`src/rtl/ddr3_wr_pkg.sv`:
```
// Shared constants for the DDR3 write-path tristate generator.
// Slot counts and mask sizing used by the top and the slot masks.
package ddr3_wr_pkg;

  localparam int BL_SLOTS   = 4;
  localparam int PRE_SLOTS  = 1;
  localparam int POST_SLOTS = 1;

  localparam int DQS_LEN = PRE_SLOTS + BL_SLOTS + POST_SLOTS;
  localparam int DQ_LEN  = PRE_SLOTS + BL_SLOTS;

  localparam logic [DQS_LEN-1:0] DQS_PAT = '1;
  // DQ shares the DQS insert offset, so its pattern skips the preamble slot
  localparam logic [DQ_LEN-1:0]  DQ_PAT  =
    DQ_LEN'(((1 << BL_SLOTS) - 1) << PRE_SLOTS);

  function automatic int mask_w(input int wl);
    return 2 * wl + 8;
  endfunction

endpackage

```
`src/rtl/ddr3_wr_oe_gen_mask.sv`:
```
// Future-slot enable mask: shifts two slots per SCLK, ORs a burst
// pattern in at a slot offset, and registers the active-low T pair.
module ddr3_slot_mask #(
  parameter int              W    = 16,
  parameter int              PLEN = 6,
  parameter logic [PLEN-1:0] PAT  = '1
) (
  input  logic                 clk_i,
  input  logic                 rst_i,
  input  logic                 ins_i,
  input  logic [$clog2(W)-1:0] ofs_i,
  output logic [1:0]           t_o,
  output logic                 any_o
);

  logic [W-1:0] m_q;
  logic [W-1:0] m_d;
  logic [W-1:0] pat_w;
  logic [1:0]   t_q;

  // m_q bit 0 is the T0 slot of the cycle following the last edge
  always_comb begin
    pat_w = W'(PAT) << ofs_i;
    m_d   = (m_q | (ins_i ? pat_w : '0)) >> 2;
  end

  always_ff @(posedge clk_i) begin
    if (rst_i) begin
      m_q <= '0;
      t_q <= 2'b11;
    end else begin
      m_q <= m_d;
      t_q <= ~m_q[1:0];
    end
  end

  assign t_o   = t_q;
  assign any_o = |m_q;

endmodule

```
`src/rtl/ddr3_wr_oe_gen.sv`:
```
// DDR3 write-path DQS/DQ output-enable generator with write latency,
// preamble/postamble, data-fetch strobe and request spacing check.
module ddr3_wr_oe_gen
  import ddr3_wr_pkg::*;
#(
  parameter int WL      = 4,
  parameter int RD_LEAD = 1
) (
  input  logic sclk_i,
  input  logic rst_i,
  input  logic wr_req_i,
  input  logic wr_odd_i,
  output logic dqs_t0_o,
  output logic dqs_t1_o,
  output logic dq_t0_o,
  output logic dq_t1_o,
  output logic data_rd_o,
  output logic data_odd_o,
  output logic busy_o,
  output logic err_o
);

  localparam int W  = mask_w(WL);
  localparam int OW = $clog2(W);
  localparam int N  = WL - RD_LEAD;

  logic          acc_q;
  logic          acc_d;
  logic          drop_q;
  logic          err_q;
  logic          busy_q;
  logic [N:0]    rd_q;
  logic [N:0]    odd_q;
  logic [OW-1:0] ofs;
  logic [1:0]    dqs_t;
  logic [1:0]    dq_t;
  logic          dqs_any;
  logic          dq_any;

  assign acc_d = wr_req_i & ~acc_q;
  assign ofs   = OW'(2 * WL - 1) + OW'(wr_odd_i);

  always_ff @(posedge sclk_i) begin
    if (rst_i) begin
      acc_q  <= 1'b0;
      drop_q <= 1'b0;
      err_q  <= 1'b0;
      busy_q <= 1'b0;
      rd_q   <= '0;
      odd_q  <= '0;
    end else begin
      acc_q  <= acc_d;
      drop_q <= wr_req_i & acc_q;
      err_q  <= drop_q;
      busy_q <= dqs_any | dq_any;
      rd_q   <= {rd_q[N-1:0], acc_d};
      odd_q  <= {odd_q[N-1:0], acc_d & wr_odd_i};
    end
  end

  ddr3_slot_mask #(
    .W    (W),
    .PLEN (DQS_LEN),
    .PAT  (DQS_PAT)
  ) u_dqs (
    .clk_i (sclk_i),
    .rst_i (rst_i),
    .ins_i (acc_d),
    .ofs_i (ofs),
    .t_o   (dqs_t),
    .any_o (dqs_any)
  );

  ddr3_slot_mask #(
    .W    (W),
    .PLEN (DQ_LEN),
    .PAT  (DQ_PAT)
  ) u_dq (
    .clk_i (sclk_i),
    .rst_i (rst_i),
    .ins_i (acc_d),
    .ofs_i (ofs),
    .t_o   (dq_t),
    .any_o (dq_any)
  );

  assign dqs_t0_o   = dqs_t[0];
  assign dqs_t1_o   = dqs_t[1];
  assign dq_t0_o    = dq_t[0];
  assign dq_t1_o    = dq_t[1];
  assign data_rd_o  = rd_q[N];
  assign data_odd_o = odd_q[N];
  assign busy_o     = busy_q;
  assign err_o      = err_q;

endmodule
```
`config.mk`:
```
export PLATFORM = sky130hd
export DESIGN_NAME = ddr3_wr_oe_gen
export DESIGN_NICKNAME = d
export VERILOG_FILES = /design/src/rtl/ddr3_wr_pkg.sv /design/src/rtl/ddr3_wr_oe_gen_mask.sv /design/src/rtl/ddr3_wr_oe_gen.sv
export SDC_FILE = /design/constraint.sdc
export NUM_CORES = 1
export LEC_CHECK = 0
export CORE_MARGIN = 3
export CORE_UTILIZATION = 40
export CTS_BUF_LIST = sky130_fd_sc_hd__clkbuf_16
export DETAILED_ROUTE_END_ITERATION = 16
export GPL_ROUTABILITY_DRIVEN = 0
export PLACE_DENSITY = 0.6
export SLEW_MARGIN = 20
export SYNTH_ARGS = -nofsm -noshare
export SYNTH_HDL_FRONTEND = slang
export SYNTH_SLANG_ARGS = --single-unit
```
`constraint.sdc`:
```
create_clock -name sclk_i -period 1 [get_ports sclk_i]
set_input_delay 0.1 -clock sclk_i [delete_from_list [all_inputs] [get_ports sclk_i]]
set_output_delay 0.1 -clock sclk_i [all_outputs]
set_load 0.05 [all_outputs]
```
==> summary.txt, run 1 <==
Cells and area
  • Area grow syn2layout: 45.6%
  • # nets final: 101
  • Final Non-Filler Cells: between 100 and 150
  • Cell area after layout: 1320 sq um
  • Core Util, Final: 0.641
  • ANT cells: 0
  • Fill cells: 165
  • Multi-input gate area: around 280 sq um
  • Register Area: between 600 and 700 sq um
  • Share of layout cells above drive strength 1: 0.245

Clock tree
  • Bufs on Longest Clock Path: 2
  • CTS sink cnt: 32
  • CTS Hold Bufs: 0
  • Cts bufs inserted: 5
  • Clock tree root buffer cell: clkbuf_16
  • Htree depth: 2
  • CTS tree: done
  • Postcts setup bufs: 0
  • Worst-skew pair later-pin latency: roughly 270 ps
  • Clock-pin slew on the worst setup and hold paths: around 50 ps

Synthesis
  • Post-Syn Instances: between 70 and 80
  • Top cell type by total area after synthesis: dfxtp_1
  • Yosys warning count: 0
  • Sequential area share after synthesis: 0.705
  • Synthesized area: 908 sq um
  • Syn avg cell area: 11.8 sq um
  • Area share of the largest cell type after synthesis: 0.705
  • Ys flop type: dfxtp_1
  • Synth area leaders: dfxtp_1 71%, nor2b_1 12%, nand2b_1 3.4%
  • Async SR Flop Fraction: 0
  • Synth cell count leaders: 32 x dfxtp_1, 18 x nor2b_1, 5 x nand2b_1, 4 x nor4_1
  • Synth unique cells: 18
  • Count leader, synth: dfxtp_1
  • Post-synth EDFFs: 0
  • FF+latch count, synth: 32
  • Net count after synthesis: 81

Floorplanning
  • Starting density of the core: 0.441
  • Width of the die: 53.7 um
  • Io pins: 12
  • Core area: around 2100 sq um
  • Rows: 16
  • Chip height: 53.7 um
  • Full die area: 2880 sq um

Hold path
  • Hold Crit Endpoint: err_o
  • Hold_sp: rst_i
  • Worst Hold Class: input port to flop
  • Hold depth: 2

Worst setup path
  • CP required: 1150 ps
  • Reg-to-reg slack, setup: ~23 ps
  • Kind of critical path: flop to flop
  • Startpoint types: flop
  • Worst r2r src: u_dqs.m_q[7]
  • Reg2Reg Depth: 3
  • Worst r2r dst: busy_o
  • CP Max Fanout: 2
  • CP endpoint kind: flop
  • Critical Path AT: 1130 ps

Placed design
  • Dpl hpwl: 1.00 mm
  • Port Buffers: 11
  • Post-placement cell count: 117
  • Post-Place Cell Area: 1150 sq um
  • Worst slack, placed: -235 ps

STA
  • Skew final: roughly 3.5 ps
  • Unrepaired setup endpoints after global routing: yes
  • Worst slew margin relative to its limit: 0.732
  • FMAX: 1020 MHz
  • Tmin final: 977 ps
  • Final hold violation count: 0
  • Post-route worst setup slack: 23.4 ps
  • Final max-slew violation count: 0
  • WHS: between 200 and 300 ps
  • Final setup violation count: 0
  • Slew @ Worst Pin: about 400 ps
  • Fin crit share: 0.977

Route
  • Vias: 575
  • DRC Markers: 0
  • Antenna-violating nets left: 0
  • DRT Pass-1 Iters: 4
  • Average wire per standard cell: roughly 12 um
  • Routed wire length: 1.54 mm
  • 1st-iter DRT viols: 8
  • Average vias per placed instance: 4.60

Power
  • Internal power: 2320 uW
  • Clock power share: 0.469
  • Switching part of the total power: 0.201
  • Leakage: around 0.00057 uW
  • Sequential Power Share: 0.470
  • Logic pwr share: 0.061
  • Psw: about 600 uW
  • Max IR drop VDD: 1.75 mV
  • PD cells: 2190 nW/um^2

GRT
  • Antenna violations before repair: 0
  • Largest net degree at the start of global routing: 10
  • GR Overflow Total: 0
  • Vias in the first global route: 539
  • Global-route wire length before repair: 2.41 mm
  • Tot GR Track Use: 0.133

Outcome
  • Status: complete, no violations

Run
  • Max-cap violation count: 0
[flip-flops by register name (all words and copies together) (netlist names)]
signal / flops
rd_q: 3
drop_q: 1
err_o: 1
u_dq.t_o: 2
u_dqs.t_o: 2
u_dq.m_q: 7
odd_q: 3
busy_o: 1
u_dqs.m_q: 12
[worst max-delay path: stages (launching register included)]
cell and delay, ps:
dfxtp_1 320, nor4_2 260, and4_1 220, a21oi_1 60
[cell type report]
class                      instances  share of cell area
clock buffer                       5              0.0946
clock inverter                     3             0.00851
inverter                           2             0.00568
multi-input combinational         41               0.212
sequential                        32               0.485
tap                               27              0.0255
timing repair buffer              15               0.168
[worst max path at each step]
| stage | startpoint | to | slack [ps] | depth (start not counted) |
|---|---|---|---|---|
| floorplan | u_dqs.m_q[10] | busy_o | 110 | 3 |
| global placement | rst_i | u_dqs.m_q[5] | -140 | 4 |
| detailed placement | rst_i | u_dqs.m_q[5] | -240 | 4 |
| CTS | u_dqs.m_q[0] | busy_o | 0.4 | 3 |
| global route | u_dqs.m_q[7] | busy_o | -70 | 3 |
| finish | u_dqs.m_q[7] | busy_o | 20 | 3 |
[metrics by stage]
stage,total power (uW),TNS (ps)
2_1_floorplan,1470,0
3_3_place_gp,1540,-2980
3_5_place_dp,1550,-4330
4_1_cts,2920,0
5_1_grt,3020,-71.1
6_report,2900,0
[power by group through the flow]
stage	sequential, uW	combinational (uW)	clock [uW]
floorplan	1400	68.4	0
global placement	1380	160	0
detailed placement	1380	163	0
CTS	1360	171	1390
global route	1360	193	1460
finish	1360	178	1360
[cells in the final DEF (no fill, tap or decap), types with 2 or more instances in the layout]
cell | synthesis | layout
dfxtp_1 | 32 | 31
nor2b_1 | 18 | 18
buf_12 | 0 | 8
nand2b_1 | 5 | 5
clkbuf_16 | 0 | 5
inv_1 | 2 | 4
buf_4 | 1 | 4
nor4_2 | 0 | 3
a21o_1 | 2 | 2
nor2_1 | 2 | 2
clkdlybuf4s50_1 | 0 | 2
[layer usage]
metal,global-route usage,wire length (um),vias up
met5,0,0,-
met4,0.132,87,0
met3,0.0748,107,10
met2,0.210,756,18
met1,0.116,589,262
li1,-,-,285
[timing repair]
item	CTS	global route
endpoints found under the hold margin	0	0
endpoints found under the setup margin	2	3
pin swaps	2	1
gates resized for setup	3	5
[kinds of logic after synthesis]
group	share of synthesized area
AOI/OAI and AO/OA	0.0344
buffers and inverters	0.0220
DFF	0.705
and+or+nand+nor	0.238
Power figures use the tool's default switching activity.
==> run 2: changes to the inputs <==
Settings changed: RECOVER_POWER set to 100, REMOVE_ABC_BUFFERS set to 1.
==> run 2 against run 1 <==
Count of clock-buffer cells in the layout stayed put. Die area unchanged. First-iteration DRC count fell by 25%. Sequential share of layout area grew 0.23 points. Combinational power decreased by 4%. Sequential cell count stayed put. Wire length is 12% lower. Via count decreased by 4.9%. Critical path type unchanged. Largest cell class unchanged.
==> summary.txt, run 2 (synthesis results as in run 1) <==
Outcome
  • Status: complete, no violations

STA
  • Final setup violation count: 0 (unchanged)
  • Slew @ Worst Pin: 207 ps (-194 ps)
  • Tmin final: 990 ps (+13.8 ps)
  • Setup TNS: 0 ps (unchanged)
  • Fin crit share: 0.990 (+0.0138)
  • Final max-slew violation count: 0 (unchanged)
  • Worst slew margin relative to its limit: 0.860 (+0.128)
  • Skew final: 3.10 ps (-0.441 ps)
  • FMAX: 1010 MHz (-1.4%)
  • Final hold violation count: 0 (unchanged)
  • Unrepaired setup endpoints after global routing: yes

Worst setup path
  • Kind of critical path: flop to flop
  • Slowest cell delay on critical path: 330 ps (about the same)
  • CP Buf/Inv Count: 0 (unchanged)
  • CP delay by family, top: simple AND/OR/NAND/NOR gates
  • Cells along the critical path: nor4_4 > and4_1 > a21oi_1
  • Critical Path AT: 1140 ps (about the same)
  • Slowest CP cell: dfxtp_2
  • CP required: 1150 ps (about the same)
  • Startpoint types: flop
  • CP Max Fanout: 2 (unchanged)
  • CP endpoint kind: flop

GRT
  • Global-route wire length before repair: 2.35 mm (-2.6%)
  • Antenna violations before repair: 0 (unchanged)
  • Largest net degree at the start of global routing: 12 (+2)
  • GR Overflow Total: 0 (unchanged)
  • Vias in the first global route: 524 (-2.8%)
  • Tot GR Track Use: 0.123 (-0.0100)

Power
  • PD cells: 2170 nW/um^2 (-1.0%)
  • Leakage: 0.000568 uW (-0.71%)
  • Max IR drop VDD: 2.25 mV (+28%)

Clock tree
  • CTS Hold Bufs: 0 (unchanged)
  • Cts bufs inserted: 5 (unchanged)
  • Clock-pin slew on the worst setup and hold paths: 50 ps (about the same)
  • Bufs on Longest Clock Path: 2 (unchanged)
  • Clock tree root buffer cell: clkbuf_16
  • CTS tree: done
  • Htree depth: 2 (unchanged)
  • Worst-skew pair later-pin latency: 260 ps (about the same)
  • CTS sink cnt: 32 (unchanged)

Route
  • DRC Markers: 0 (unchanged)
  • DRT Pass-1 Iters: 2 (-2)
  • Vias: 547 (-4.9%)
  • Routed wire length: 1.36 mm (-12%)
  • Antenna-violating nets left: 0 (unchanged)
  • Average vias per placed instance: 4.38 (-4.9%)
  • Average wire per standard cell: 10.9 um (-12%)
  • 1st-iter DRT viols: 6 (-2)

Cells and area
  • ANT cells: 0 (unchanged)
  • # nets final: 102 (+0.99%)
  • Cell area after layout: 1320 sq um (-0.28%)
  • Largest registers: u_dqs.m_q x12, u_dq.m_q x7
  • Fill cells: 165 (unchanged)
  • Area grow syn2layout: 45.2%
  • Share of layout cells above drive strength 1: 0.255 (+0.0102)
  • Commonest non-fill, non-tap cell in the layout: dfxtp_1
  • Biggest register: u_dqs.m_q
  • Number of flip-flops under the largest register name: 12 (unchanged)
  • Most frequent cells in the layout: 30 x dfxtp_1, 18 x nor2b_1, 8 x buf_12

Placed design
  • Dpl hpwl: 972 um (-3.2%)
  • Port Buffers: 11 (unchanged)
  • Post-Place Cell Area: 1150 sq um (unchanged)

Hold path
  • Worst Hold Class: flop to flop

Run
  • Max-cap violation count: 0 (unchanged)

Floorplanning
  • Io pins: 12 (unchanged)
  • Core area: 2060 sq um (unchanged)
  • Width of the die: 53.7 um (unchanged)
  • Starting density of the core: 0.441 (unchanged)
  • Chip height: 53.7 um (unchanged)
  • Full die area: 2880 sq um (unchanged)
  • Rows: 16 (unchanged)
-- run 2: worst paths after layout --
kind	startpoint	to	slack, ps	cells past startpoint
setup / recovery	u_dq.m_q[1]	busy_o	10	3
hold / removal	u_dqs.m_q[1]	u_dqs.t_o[1]	400	1
setup reg to reg	u_dq.m_q[1]	busy_o	10	3
hold reg to reg	u_dqs.m_q[1]	u_dqs.t_o[1]	400	1
-- run 2: cell type report --
type / instances / area [sq um] / area share
sequential: 32 / 643 / 0.488
multi-input combinational: 41 / 278 / 0.211
timing repair buffer: 16 / 223 / 0.169
clock buffer: 5 / 125 / 0.0949
tap: 27 / 33.8 / 0.0256
clock inverter: 2 / 8.76 / 0.00664
inverter: 2 / 7.51 / 0.00569
-- run 2: worst register-to-register path: cells and delay by family, from the launching register on --
kind	cells	cell delay, ps
simple gates	2	480
compound gates	1	60
flops	1	330
-- run 2: metrics by stage --
stage / setup slack, ps / hold WS, ps / utilization / cells / power (uW)
3_5_place_dp: -181 / 383 / 0.558 / 117 / 1550
2_1_floorplan: 108 / 169 / - / 75 / 1450
4_1_cts: 0.422 / 406 / 0.629 / 124 / 2890
6_report: 9.56 / 403 / 0.640 / 125 / 2860
3_3_place_gp: -126 / 378 / 0.558 / 117 / 1540
5_1_grt: -44.3 / 413 / 0.640 / 125 / 2980
-- run 2: repair_timing --
item                                    in CTS  in global routing
endpoints found under the hold margin        0                  0
resized for setup                            3                  4
buffers inserted                             0                  1
pin swaps                                    3                  2
endpoints found under the setup margin       1                  3
-- run 2: layer usage --
metal,track usage,part of all wire,up-vias
met5,0,0,-
met4,0.0638,0,0
met3,0.0748,0.065,0
met2,0.184,0.50,12
met1,0.136,0.43,244
li1,-,-,291
-- run 2: report_power, final --
group / internal, uW / switching (uW)
clock network: 886 / 441
registers: 1330 / 29.1
logic: 91.4 / 79.8
